### src/rtl/multicore_pkg.sv
// Shared types for the execute-stage multiply/divide unit.
package multicore_pkg;

  localparam int DATA_SIZE    = 32;
  localparam int MULDIV_ITERS = 32;

  typedef enum logic [2:0] {
    MUL    = 3'd0,
    MULH   = 3'd1,
    MULHSU = 3'd2,
    MULHU  = 3'd3,
    DIV    = 3'd4,
    DIVU   = 3'd5,
    REM    = 3'd6,
    REMU   = 3'd7
  } t_mdop;

  typedef enum logic [1:0] {
    IDLE = 2'd0,
    RUN  = 2'd1,
    DONE = 2'd2
  } t_muldiv_state;

  // Result source select used by the execute stage output mux.
  typedef enum logic [1:0] {
    ALU_UNIT    = 2'd0,
    LSU_UNIT    = 2'd1,
    BRANCH_UNIT = 2'd2,
    MULDIV_UNIT = 2'd3
  } t_exe_unit;

  function automatic logic md_is_div(input t_mdop op);
    return op[2];
  endfunction

  function automatic logic md_is_rem(input t_mdop op);
    return op == REM || op == REMU;
  endfunction

endpackage

### src/rtl/muldiv_iter_core.sv
// Iterative datapath: 2W-bit shift register, add/subtract step and down-counter.
// With MULDIV_FAST_MUL_EN defined only the divide step is built.
module muldiv_iter_core #(
  parameter int W = 32
) (
  input  logic           i_aclk,
  input  logic           i_areset_n,
  input  logic           i_load,
  input  logic           i_step,
  input  logic           i_div,
  input  logic [W-1:0]   i_a,
  input  logic [W-1:0]   i_b,
  output logic [2*W-1:0] o_acc_next,
  output logic           o_last
);

  localparam int CW = $clog2(multicore_pkg::MULDIV_ITERS);

  logic [2*W-1:0] acc_q;
  logic [W-1:0]   b_q;
  logic [CW-1:0]  cnt_q;
  logic [W:0]     sub;

  // Trial subtract of the divisor from the remainder shifted left by one.
  assign sub = acc_q[2*W-1:W-1] - {1'b0, b_q};

`ifndef MULDIV_FAST_MUL_EN
  logic [W:0] sum;
  assign sum = {1'b0, acc_q[2*W-1:W]} + (acc_q[0] ? {1'b0, b_q} : '0);
`endif

  always_comb begin
    o_acc_next = acc_q;
    if (i_div) begin
      if (!sub[W]) o_acc_next = {sub[W-1:0], acc_q[W-2:0], 1'b1};
      else         o_acc_next = {acc_q[2*W-2:0], 1'b0};
    end
`ifndef MULDIV_FAST_MUL_EN
    else begin
      o_acc_next = {sum, acc_q[W-1:1]};
    end
`endif
  end

  assign o_last = (cnt_q == '0);

  always_ff @(posedge i_aclk or negedge i_areset_n) begin
    if (!i_areset_n) begin
      acc_q <= '0;
      b_q   <= '0;
      cnt_q <= '0;
    end else if (i_load) begin
      acc_q <= {{W{1'b0}}, i_a};
      b_q   <= i_b;
      cnt_q <= CW'(multicore_pkg::MULDIV_ITERS - 1);
    end else if (i_step) begin
      acc_q <= o_acc_next;
      cnt_q <= cnt_q - 1'b1;
    end
  end

endmodule

### src/rtl/muldiv_sequencer.sv
// RV32M multiply/divide sequencer: FSM, operand sign conditioning, special cases, final sign fix.
// MULDIV_FAST_MUL_EN selects a single-cycle 33x33 multiplier for the multiply ops.
//
// state | meaning
// IDLE  | waiting for i_start; special cases resolve here
// RUN   | one shift-add / shift-subtract iteration per cycle
// DONE  | o_done pulse, result presented
module muldiv_sequencer #(
  parameter int DATA_SIZE = multicore_pkg::DATA_SIZE
) (
  input  logic                  i_aclk,
  input  logic                  i_areset_n,
  input  logic                  i_start,
  input  logic                  i_flush,
  input  multicore_pkg::t_mdop  i_op,
  input  logic [DATA_SIZE-1:0]  i_op_a,
  input  logic [DATA_SIZE-1:0]  i_op_b,
  output logic                  o_busy,
  output logic                  o_done,
  output logic [DATA_SIZE-1:0]  o_result
);

  import multicore_pkg::*;

  localparam int W = DATA_SIZE;

  t_muldiv_state  state_q, state_d;
  t_mdop          op_q;
  logic           sign_q;
  logic [W-1:0]   result_q, result_d;
  logic           load_result, core_load, core_step, core_last;
  logic [2*W-1:0] core_acc;

  logic           sa, sb, sign_d, accept;
  logic [W-1:0]   abs_a, abs_b;
  logic           special;
  logic [W-1:0]   special_res;
  logic [2*W-1:0] prod;
  logic [W-1:0]   div_word, final_res;

  assign accept = (state_q == IDLE) && i_start && !i_flush;

  // Only the signed operands of each op contribute a sign.
  assign sa     = (i_op == MULH || i_op == MULHSU || i_op == DIV || i_op == REM) && i_op_a[W-1];
  assign sb     = (i_op == MULH || i_op == DIV || i_op == REM) && i_op_b[W-1];
  assign abs_a  = sa ? -i_op_a : i_op_a;
  assign abs_b  = sb ? -i_op_b : i_op_b;
  assign sign_d = md_is_rem(i_op) ? sa : (sa ^ sb);

  always_comb begin
    special     = 1'b0;
    special_res = '0;
    if (md_is_div(i_op) && i_op_b == '0) begin
      special     = 1'b1;
      special_res = md_is_rem(i_op) ? i_op_a : '1;
    end else if ((i_op == DIV || i_op == REM) &&
                 i_op_a == {1'b1, {(W-1){1'b0}}} && i_op_b == '1) begin
      special     = 1'b1;
      special_res = md_is_rem(i_op) ? '0 : i_op_a;
    end
  end

`ifdef MULDIV_FAST_MUL_EN
  logic signed [W:0]     fast_a, fast_b;
  logic signed [2*W+1:0] fast_p;
  logic                  unused_fast_hi;
  logic [W-1:0]          fast_res;
  assign fast_a         = {(i_op == MULH || i_op == MULHSU) && i_op_a[W-1], i_op_a};
  assign fast_b         = {(i_op == MULH) && i_op_b[W-1], i_op_b};
  assign fast_p         = fast_a * fast_b;
  assign unused_fast_hi = ^fast_p[2*W+1:2*W];
  assign fast_res       = (i_op == MUL) ? fast_p[W-1:0] : fast_p[2*W-1:W];
`endif

  // Sign fix applies to the full product, or to the selected quotient/remainder word.
  assign prod      = sign_q ? -core_acc : core_acc;
  assign div_word  = md_is_rem(op_q) ? core_acc[2*W-1:W] : core_acc[W-1:0];
  assign final_res = md_is_div(op_q) ? (sign_q ? -div_word : div_word)
                   : (op_q == MUL)   ? prod[W-1:0] : prod[2*W-1:W];

  always_comb begin
    state_d     = state_q;
    core_load   = 1'b0;
    core_step   = 1'b0;
    load_result = 1'b0;
    result_d    = '0;
    case (state_q)
      IDLE: begin
        if (accept) begin
          core_load = 1'b1;
          if (special) begin
            state_d     = DONE;
            load_result = 1'b1;
            result_d    = special_res;
          end
`ifdef MULDIV_FAST_MUL_EN
          else if (!md_is_div(i_op)) begin
            state_d     = DONE;
            load_result = 1'b1;
            result_d    = fast_res;
          end
`endif
          else begin
            state_d = RUN;
          end
        end
      end
      RUN: begin
        core_step = 1'b1;
        if (core_last) begin
          state_d     = DONE;
          load_result = 1'b1;
          result_d    = final_res;
        end
      end
      DONE:    state_d = IDLE;
      default: state_d = IDLE;
    endcase
    if (i_flush) begin
      state_d     = IDLE;
      load_result = 1'b0;
    end
  end

  always_ff @(posedge i_aclk or negedge i_areset_n) begin
    if (!i_areset_n) begin
      state_q  <= IDLE;
      op_q     <= MUL;
      sign_q   <= 1'b0;
      result_q <= '0;
    end else begin
      state_q <= state_d;
      if (accept) begin
        op_q   <= i_op;
        sign_q <= sign_d;
      end
      if (load_result) result_q <= result_d;
    end
  end

  muldiv_iter_core #(.W(W)) u_core (
    .i_aclk     (i_aclk),
    .i_areset_n (i_areset_n),
    .i_load     (core_load),
    .i_step     (core_step),
    .i_div      (md_is_div(op_q)),
    .i_a        (abs_a),
    .i_b        (abs_b),
    .o_acc_next (core_acc),
    .o_last     (core_last)
  );

  // Gated by reset so the stall drops immediately even with i_start still high.
  assign o_busy   = i_areset_n && (accept || state_q == RUN);
  assign o_done   = (state_q == DONE);
  assign o_result = result_q;

endmodule

### config.mk
export PLATFORM = sky130hd
export DESIGN_NAME = muldiv_sequencer
export DESIGN_NICKNAME = d
export VERILOG_FILES = /design/src/rtl/multicore_pkg.sv /design/src/rtl/muldiv_iter_core.sv /design/src/rtl/muldiv_sequencer.sv
export SDC_FILE = /design/constraint.sdc
export NUM_CORES = 1
export LEC_CHECK = 0
export ABC_AREA = 1
export BUFFER_PORTS_ARGS = -buffer_cell sky130_fd_sc_hd__buf_2
export CORE_UTILIZATION = 27
export CTS_BUF_LIST = sky130_fd_sc_hd__clkbuf_4 sky130_fd_sc_hd__clkbuf_8
export DETAILED_ROUTE_END_ITERATION = 16
export GPL_TIMING_DRIVEN = 0
export PLACE_DENSITY = 0.51
export SLEW_MARGIN = 10
export SYNTH_ARGS = -nofsm -noshare
export SYNTH_HDL_FRONTEND = slang
export SYNTH_SLANG_ARGS = --single-unit
### constraint.sdc
create_clock -name i_aclk -period 6.95 [get_ports i_aclk]
set_input_delay 1.39 -clock i_aclk [delete_from_list [all_inputs] [get_ports i_aclk]]
set_output_delay 1.39 -clock i_aclk [all_outputs]
set_load 0.01 [all_outputs]
## Word level (Yosys, flattened, before mapping)

Cells that the tools add are included.
W data, S select, Z words.

| storage, ports and cells | value |
|---|---|
| output and inout port bits | 34 |
| flip-flop bits (word level) | 139 |
| bits in writable memories | 0 |
| memories kept | 0 |
| bits in read-only memories | 0 |
| latch bits | 0 |

| operators by class | value |
|---|---|
| multiplexer cells | 38 |
| equal/unequal tests | 13 |
| order comparisons | 0 |
| shift-type cells | 0 |
| add/subtract/negate cells | 7 |
| reduce and logical (&&, ||, !) cells | 24 |
| divide/modulo/power cells | 0 |
| bitwise gates (word level) | 1 |
| multiply operators | 0 |

Operators with widths:

| cell | count |
|---|---|
| $mux W32 | 14 |
| $mux W64 | 5 |
| $neg A32 Y32 | 3 |
| $eq A32 B32 Y1 const B | 2 |
| $neg A64 Y64 | 1 |
| $pmux W32 S2 | 1 |
| $add A32 B33 Y33 | 1 |
| $sub A33 B32 Y33 | 1 |
| $logic_not A32 Y1 | 1 |
| $eq A3 B3 Y1 const B | 5 |
| $mux W1 | 10 |
| $mux W5 | 2 |
| $logic_or A1 B1 Y1 | 9 |
| $logic_and A1 B1 Y1 | 8 |
| $mux W2 | 4 |
| $ne A3 B3 Y1 const B | 2 |
| $logic_not A5 Y1 | 1 |
| $sub A5 B1 Y5 const B | 1 |
| $pmux W2 S2 | 1 |
| $eq A3 B1 Y1 const B | 1 |
| $eq A3 B2 Y1 const B | 1 |
| $logic_not A3 Y1 | 1 |
| $eq A2 B1 Y1 const B | 1 |
| $eq A2 B2 Y1 const B | 1 |
| other kinds (6) | 6 |

## Longest topological paths before layout

| logic depth | value |
|---|---|
| word-level depth | 10 |
| gate-level depth with buffers | 39 |
| gate-level depth less buffers | 39 |

## Cells and area by module

A second synthesis with hierarchy kept.

| unflattened totals | value |
|---|---|
| cells, all modules | 3365 |
| area, all modules | 18838.1 µm² |

By module, submodules not included:

| module | area each (µm²) | cells an instance | instances | sequential area each (µm²) |
|---|---|---|---|---|
| muldiv_iter_core | 10348.7 | 1695 | 1 | 2527.4 |
| muldiv_sequencer | 8489.4 | 1670 | 1 | 950.9 |

## Worst setup path before layout

Ideal clock, no wire load.

| timing | value |
|---|---|
| path type | register to register |
| from | reg u_core.b_q[0] |
| to | reg result_q[4] (netlist: o_result[4]) |
| path buffers | 0 |
| required time | 6.824 ns |
| setup slack | 2.791 ns |
| stages on the path, launching flop included | 34 |
| period minus slack after synthesis | 4.159 ns |
| data arrival time | 4.033 ns |
| setup time | 0.126 ns |
| path through | dfrtp_1 ha_1 fa_1 inv_1 nand2_1 nand2_1 nand3_1 nand2_1 nand2_1 nand2_2 nand2_4 nand3_4 nand2_4 nand2_4 nand2_2 inv_1 ha_1 nand3_1 nor2_1 nand2_1 nor2_1 nand3_1 nor3_2 nand4_1 nor2_1 nand3_1 o21ai_2 o21ai_2 a21oi_1 o21ai_0 nand3_1 inv_1 o21ai_0 a21oi_1 |

| between the ends | value |
|---|---|
| word-level cells in the longest chain between the ends | 9 |
| elaborated cells on any way between the ends | 14 |
| those cells by class | 4 x add/sub; 10 x mux |

Ends and longest elaborated chain:

| what | RTL line | source |
|---|---|---|
| start, declared | muldiv_iter_core.sv:20 | `logic [W-1:0] b_q;` |
| start signal, assigned | muldiv_iter_core.sv:54 | `b_q <= i_b;` |
| $sub A33 B32 Y33 / $mux W32 (equally long branches) | muldiv_iter_core.sv:25, muldiv_iter_core.sv:29 |  |
| $mux W64 / $add A32 B33 Y33 (equally long branches) | muldiv_iter_core.sv:35, muldiv_iter_core.sv:29 |  |
| $mux W64 * | muldiv_iter_core.sv:34 | `if (i_div) begin` |
| $neg A64 Y64 / $mux W32 (equally long branches) | muldiv_sequencer.sv:76, muldiv_sequencer.sv:77 |  |
| $mux W64 / $neg A32 Y32 (equally long branches) | muldiv_sequencer.sv:76, muldiv_sequencer.sv:78 |  |
| $mux W32, on equally long branches | muldiv_sequencer.sv:79, muldiv_sequencer.sv:78 |  |
| $mux W32 * | muldiv_sequencer.sv:78 | `assign final_res = md_is_div(op_q) ? (sign_q ? -div_word : div_word)` |
| $mux W32 * | muldiv_sequencer.sv:110 | `if (core_last) begin` |
| $pmux W32 S2 * | muldiv_sequencer.sv:87 | `case (state_q)` |
| end signal, assigned | muldiv_sequencer.sv:137 | `if (load_result) result_q <= result_d;` |
| end, declared | muldiv_sequencer.sv:30 | `logic [W-1:0] result_q, result_d;` |

Every way passes the cells marked *; elsewhere a longest branch is shown, timed or not.
A chain may end at the register's enable or synchronous reset.

## Worst setup path in the final report

| timing | value |
|---|---|
| from | reg u_core.acc_q[31] |
| to | reg result_q[4] (netlist: o_result[4]) |

| between the ends | value |
|---|---|
| word-level cells in the longest chain between the ends | 9 |
| elaborated cells on any way between the ends | 12 |
| those cells by class | 3 x add/sub; 9 x mux |

Ends and longest elaborated chain:

| what | RTL line | source |
|---|---|---|
| start, declared | muldiv_iter_core.sv:19 | `logic [2*W-1:0] acc_q;` |
| start signal, assigned | muldiv_iter_core.sv:53 | `acc_q <= {{W{1'b0}}, i_a};` |
| start signal, assigned | muldiv_iter_core.sv:57 | `acc_q <= o_acc_next;` |
| $sub A33 B32 Y33 | muldiv_iter_core.sv:25 | `assign sub = acc_q[2*W-1:W-1] - {1'b0, b_q};` |
| $mux W64 | muldiv_iter_core.sv:35 | `if (!sub[W]) o_acc_next = {sub[W-1:0], acc_q[W-2:0], 1'b1};` |
| $mux W64 * | muldiv_iter_core.sv:34 |  |
| $neg A64 Y64 / $mux W32 (equally long branches) | muldiv_sequencer.sv:76, muldiv_sequencer.sv:77 |  |
| $mux W64 / $neg A32 Y32 (equally long branches) | muldiv_sequencer.sv:76, muldiv_sequencer.sv:78 |  |
| $mux W32, on equally long branches | muldiv_sequencer.sv:79, muldiv_sequencer.sv:78 |  |
| $mux W32 * | muldiv_sequencer.sv:78 |  |
| $mux W32 * | muldiv_sequencer.sv:110 |  |
| $pmux W32 S2 * | muldiv_sequencer.sv:87 |  |

Marks and branches as above.

==> reports/metrics.yaml <==
worst_setup_path:
  crit_path_top_delay_cell: "fa_1"
  cp.arrival_ns: 6.47
  startpoint: "u_core.acc_q[31]"
  slowest_delay_ns: 0.45
  cp.required_ns: 7.36
  crit_type: "reg -> reg"
  worstPathMaxFanout: 9
  r2r_start: "u_core.acc_q[31]"
  start_kind: "register"
  r2r_setup_slack_ns: 0.89
  r2r-end: "o_result[4]"
  reg2reg_depth: 34
  end_kind: "register"
clock_tree:
  clockRootBuffer: "clkbuf_8"
  holdBufCountCts: 0
  ctsResizeCount: 0
  post_cts_buffers: 0
  cts_buffer_depth: 2
  path_clk_slew_ns: 0.09
  clkLatencyLatePin_ns: 0.57
  cts_tree: "yes"
  htree_num_levels: 4
  cts_made_buffers: 17
  clock-sinks: 139
timing:
  tns_ns: 0
  fin_crit_ns: 6.06
  post-route-period-util_pct: 87.2
  report.final.slew_viol_count: 0
  fmax_ghz: 0.165
  rsz0062_at_grt: "false"
  hold_violations: 0
  clock-skew-final_ns: 0.0330
  setup_violations: 0
  max_slew_margin_pct: 26.9
  tightest_slew_ns: 1.10
logic_synthesis:
  ys_warn_count: 0
  syn_area_um2: 17900
  synth.most_common_cell: "nand2_1"
  synth_area_per_cell_um2: 5.65
  synth_nets: 3311
  yosysTopAreaCellShare_pct: 20.2
  synth.top_cells.by_area: "nand2_1 20%, dfrtp_1 19%, inv_1 9.9%"
  synthTopCellsByCount: "961 x nand2_1, 474 x inv_1, 337 x nor2_1, 289 x nand3_1, 211 x o21ai_0"
  netlist_instances: 3168
  async_reset_ff_share_pct: 100
  synth.distinct_cells: 60
  dominantRegCellSynth: "dfrtp_1"
  synth_edf_count: 0
  yosys.area.top_type: "nand2_1"
  ys_ff_latch: 139
  ys_seq_area_share_pct: 19.4
worst_hold_path:
  min-delay-start: "u_core.cnt_q[0]"
  holdPathEnd: "u_core.cnt_q[0]"
  holdPathStages: 2
  hold_path.class: "reg -> reg"
placed_design:
  dp_cells: 4128
  place_area_um2: 19500
  io_buffers: 104
  gp_congestion: 1.00
  dpl.hpwl_um: 71500
detailed_routing:
  first_pass_iters: 6
  wl_um: 85000
  routed_via_density: 5.13
  drt-wirelength-per-cell_um: 20.4
  drt_iter0_markers: 2063
  final_antenna_net_count: 0
  vias: 21300
  drc: 0
floorplan:
  die_h_um: 259
  io_pins: 105
  rows: 93
  start_util_pct: 27.5
  dieArea_um2: 67300
  die_w_um: 259
  core-area_um2: 64900
power:
  leakage_nw: 10.4
  peakVddDrop_uv: 186
  power.total_w: 0.00909
  power_per_cell_area_nw_per_um2: 456
final_layout:
  drive_above_1_share_pct: 7.96
  nets: 3435
  multi_input_area_um2: 12100
  area.growth.synth_to_final_pct: 11.4
  fillers: 7626
  seq_area_um2: 3480
  layout.cells.non_filler: 4162
  stdcell_area_um2: 19900
global_route:
  grt_pass1_wl_um: 126000
  grt_usage_pct: 25.2
  grt_max_degree: 72
  antenna_found_initial: 1
  gr-total-overflow: 0
  grt_pass1_vias: 20000
flow_run:
  cap_viol_max_count: 0
outcome:
  status: "complete, no violations"
[cell usage in the layout, fill, tap and decap left out, types with 5 or more instances in the layout]
master	count
nor4_1	12
o21ai_1	24
xor2_1	47
buf_1	8
clkbuf_1	64
o211ai_1	10
o31ai_1	9
nand3_2	8
clkbuf_8	19
o21a_1	8
inv_2	6
dfrtp_1	139
o221ai_1	29
nor3_1	39
buf_2	122
o21ai_2	9
xnor2_1	13
buf_6	6
nand3_1	289
nand4_1	66
a21o_1	9
inv_1	474
nand2_1	961
nand3b_1	14
or2_2	6
ha_1	70
nor2_2	11
a21oi_2	5
o21bai_1	10
o22ai_1	5
nor2_1	337
a21oi_1	167
nand2_4	6
o21ai_0	210
nand2_2	30
clkinv_1	5
[worst max-delay path: cells and delay by family (launching register included)]
family	cells	cell delay, ns
buf+inv	4	0.42
simple gates	21	3.10
flops	1	0.35
fa+ha+maj	3	0.89
compound gates	6	1.17
[layer usage]
layer  vias to the layer above  track usage (%)  wire length, µm
met4                         2             10.8             3520
met1                      9882             34.3            38600
li1                      10500                -                -
met2                       831             38.4            36600
met3                       138             4.57             6050
met5                         -             1.50              144
[how the worst max path moves through the flow]
stage | endpoint | depth (start not counted)
CTS | o_result[4] | 34
finish | o_result[4] | 34
floorplan | o_result[4] | 33
global placement | o_result[4] | 33
detailed placement | o_result[4] | 34
global route | o_result[4] | 34
[logic make-up after synthesis]
family                   Yosys count  synth area share, %
AO/OA/AOI/OAI                    510                 16.2
AND/OR/NAND/NOR                 1799                 43.3
adder cells (fa/ha/maj)           72                 5.12
XOR/XNOR                          60                 2.94
flip-flops                       139                 19.4
buffers and inverters            588                 13.0
[through the flow]
stage / hold WS (ns) / worst slack, ns / utilization (%)
6_report: 0.497 / 0.887 / 30.7
5_1_grt: 0.541 / 0.510 / 30.7
4_1_cts: 0.500 / 1.03 / 30.7
3_5_place_dp: 0.478 / 1.08 / 30.1
3_3_place_gp: 0.473 / 1.02 / 30.0
2_1_floorplan: 0.452 / 2.79 / -
[sequential cells by signal, indices dropped and copies added (netlist names)]
| name | count |
|---|---|
| op_q | 3 |
| u_core.cnt_q | 5 |
| o_result | 32 |
| sign_q | 1 |
| u_core.b_q | 32 |
| u_core.acc_q | 64 |
| state_q | 2 |
[cell type report]
| class | count | area share, % |
|---|---|---|
| tap | 855 | 5.37 |
| clock buffer | 19 | 1.31 |
| multi-input combinational | 2441 | 60.7 |
| sequential | 139 | 17.5 |
| timing repair buffer | 105 | 2.80 |
| inverter | 485 | 9.14 |
| clock inverter | 13 | 0.703 |
| buffer | 103 | 2.50 |
| antenna | 2 | 0.0251 |
[power by group]
part | internal (W) | total, W | leakage, nW | switching, W
combinational | 0.00199 | 0.00701 | 8.48 | 0.00502
clock | 0.000338 | 0.000726 | 0.195 | 0.000387
sequential | 0.00105 | 0.00136 | 1.71 | 0.000314
total | 0.00337 | 0.00909 | 10.4 | 0.00572
No activity file was read; power rests on OpenSTA's default activity.
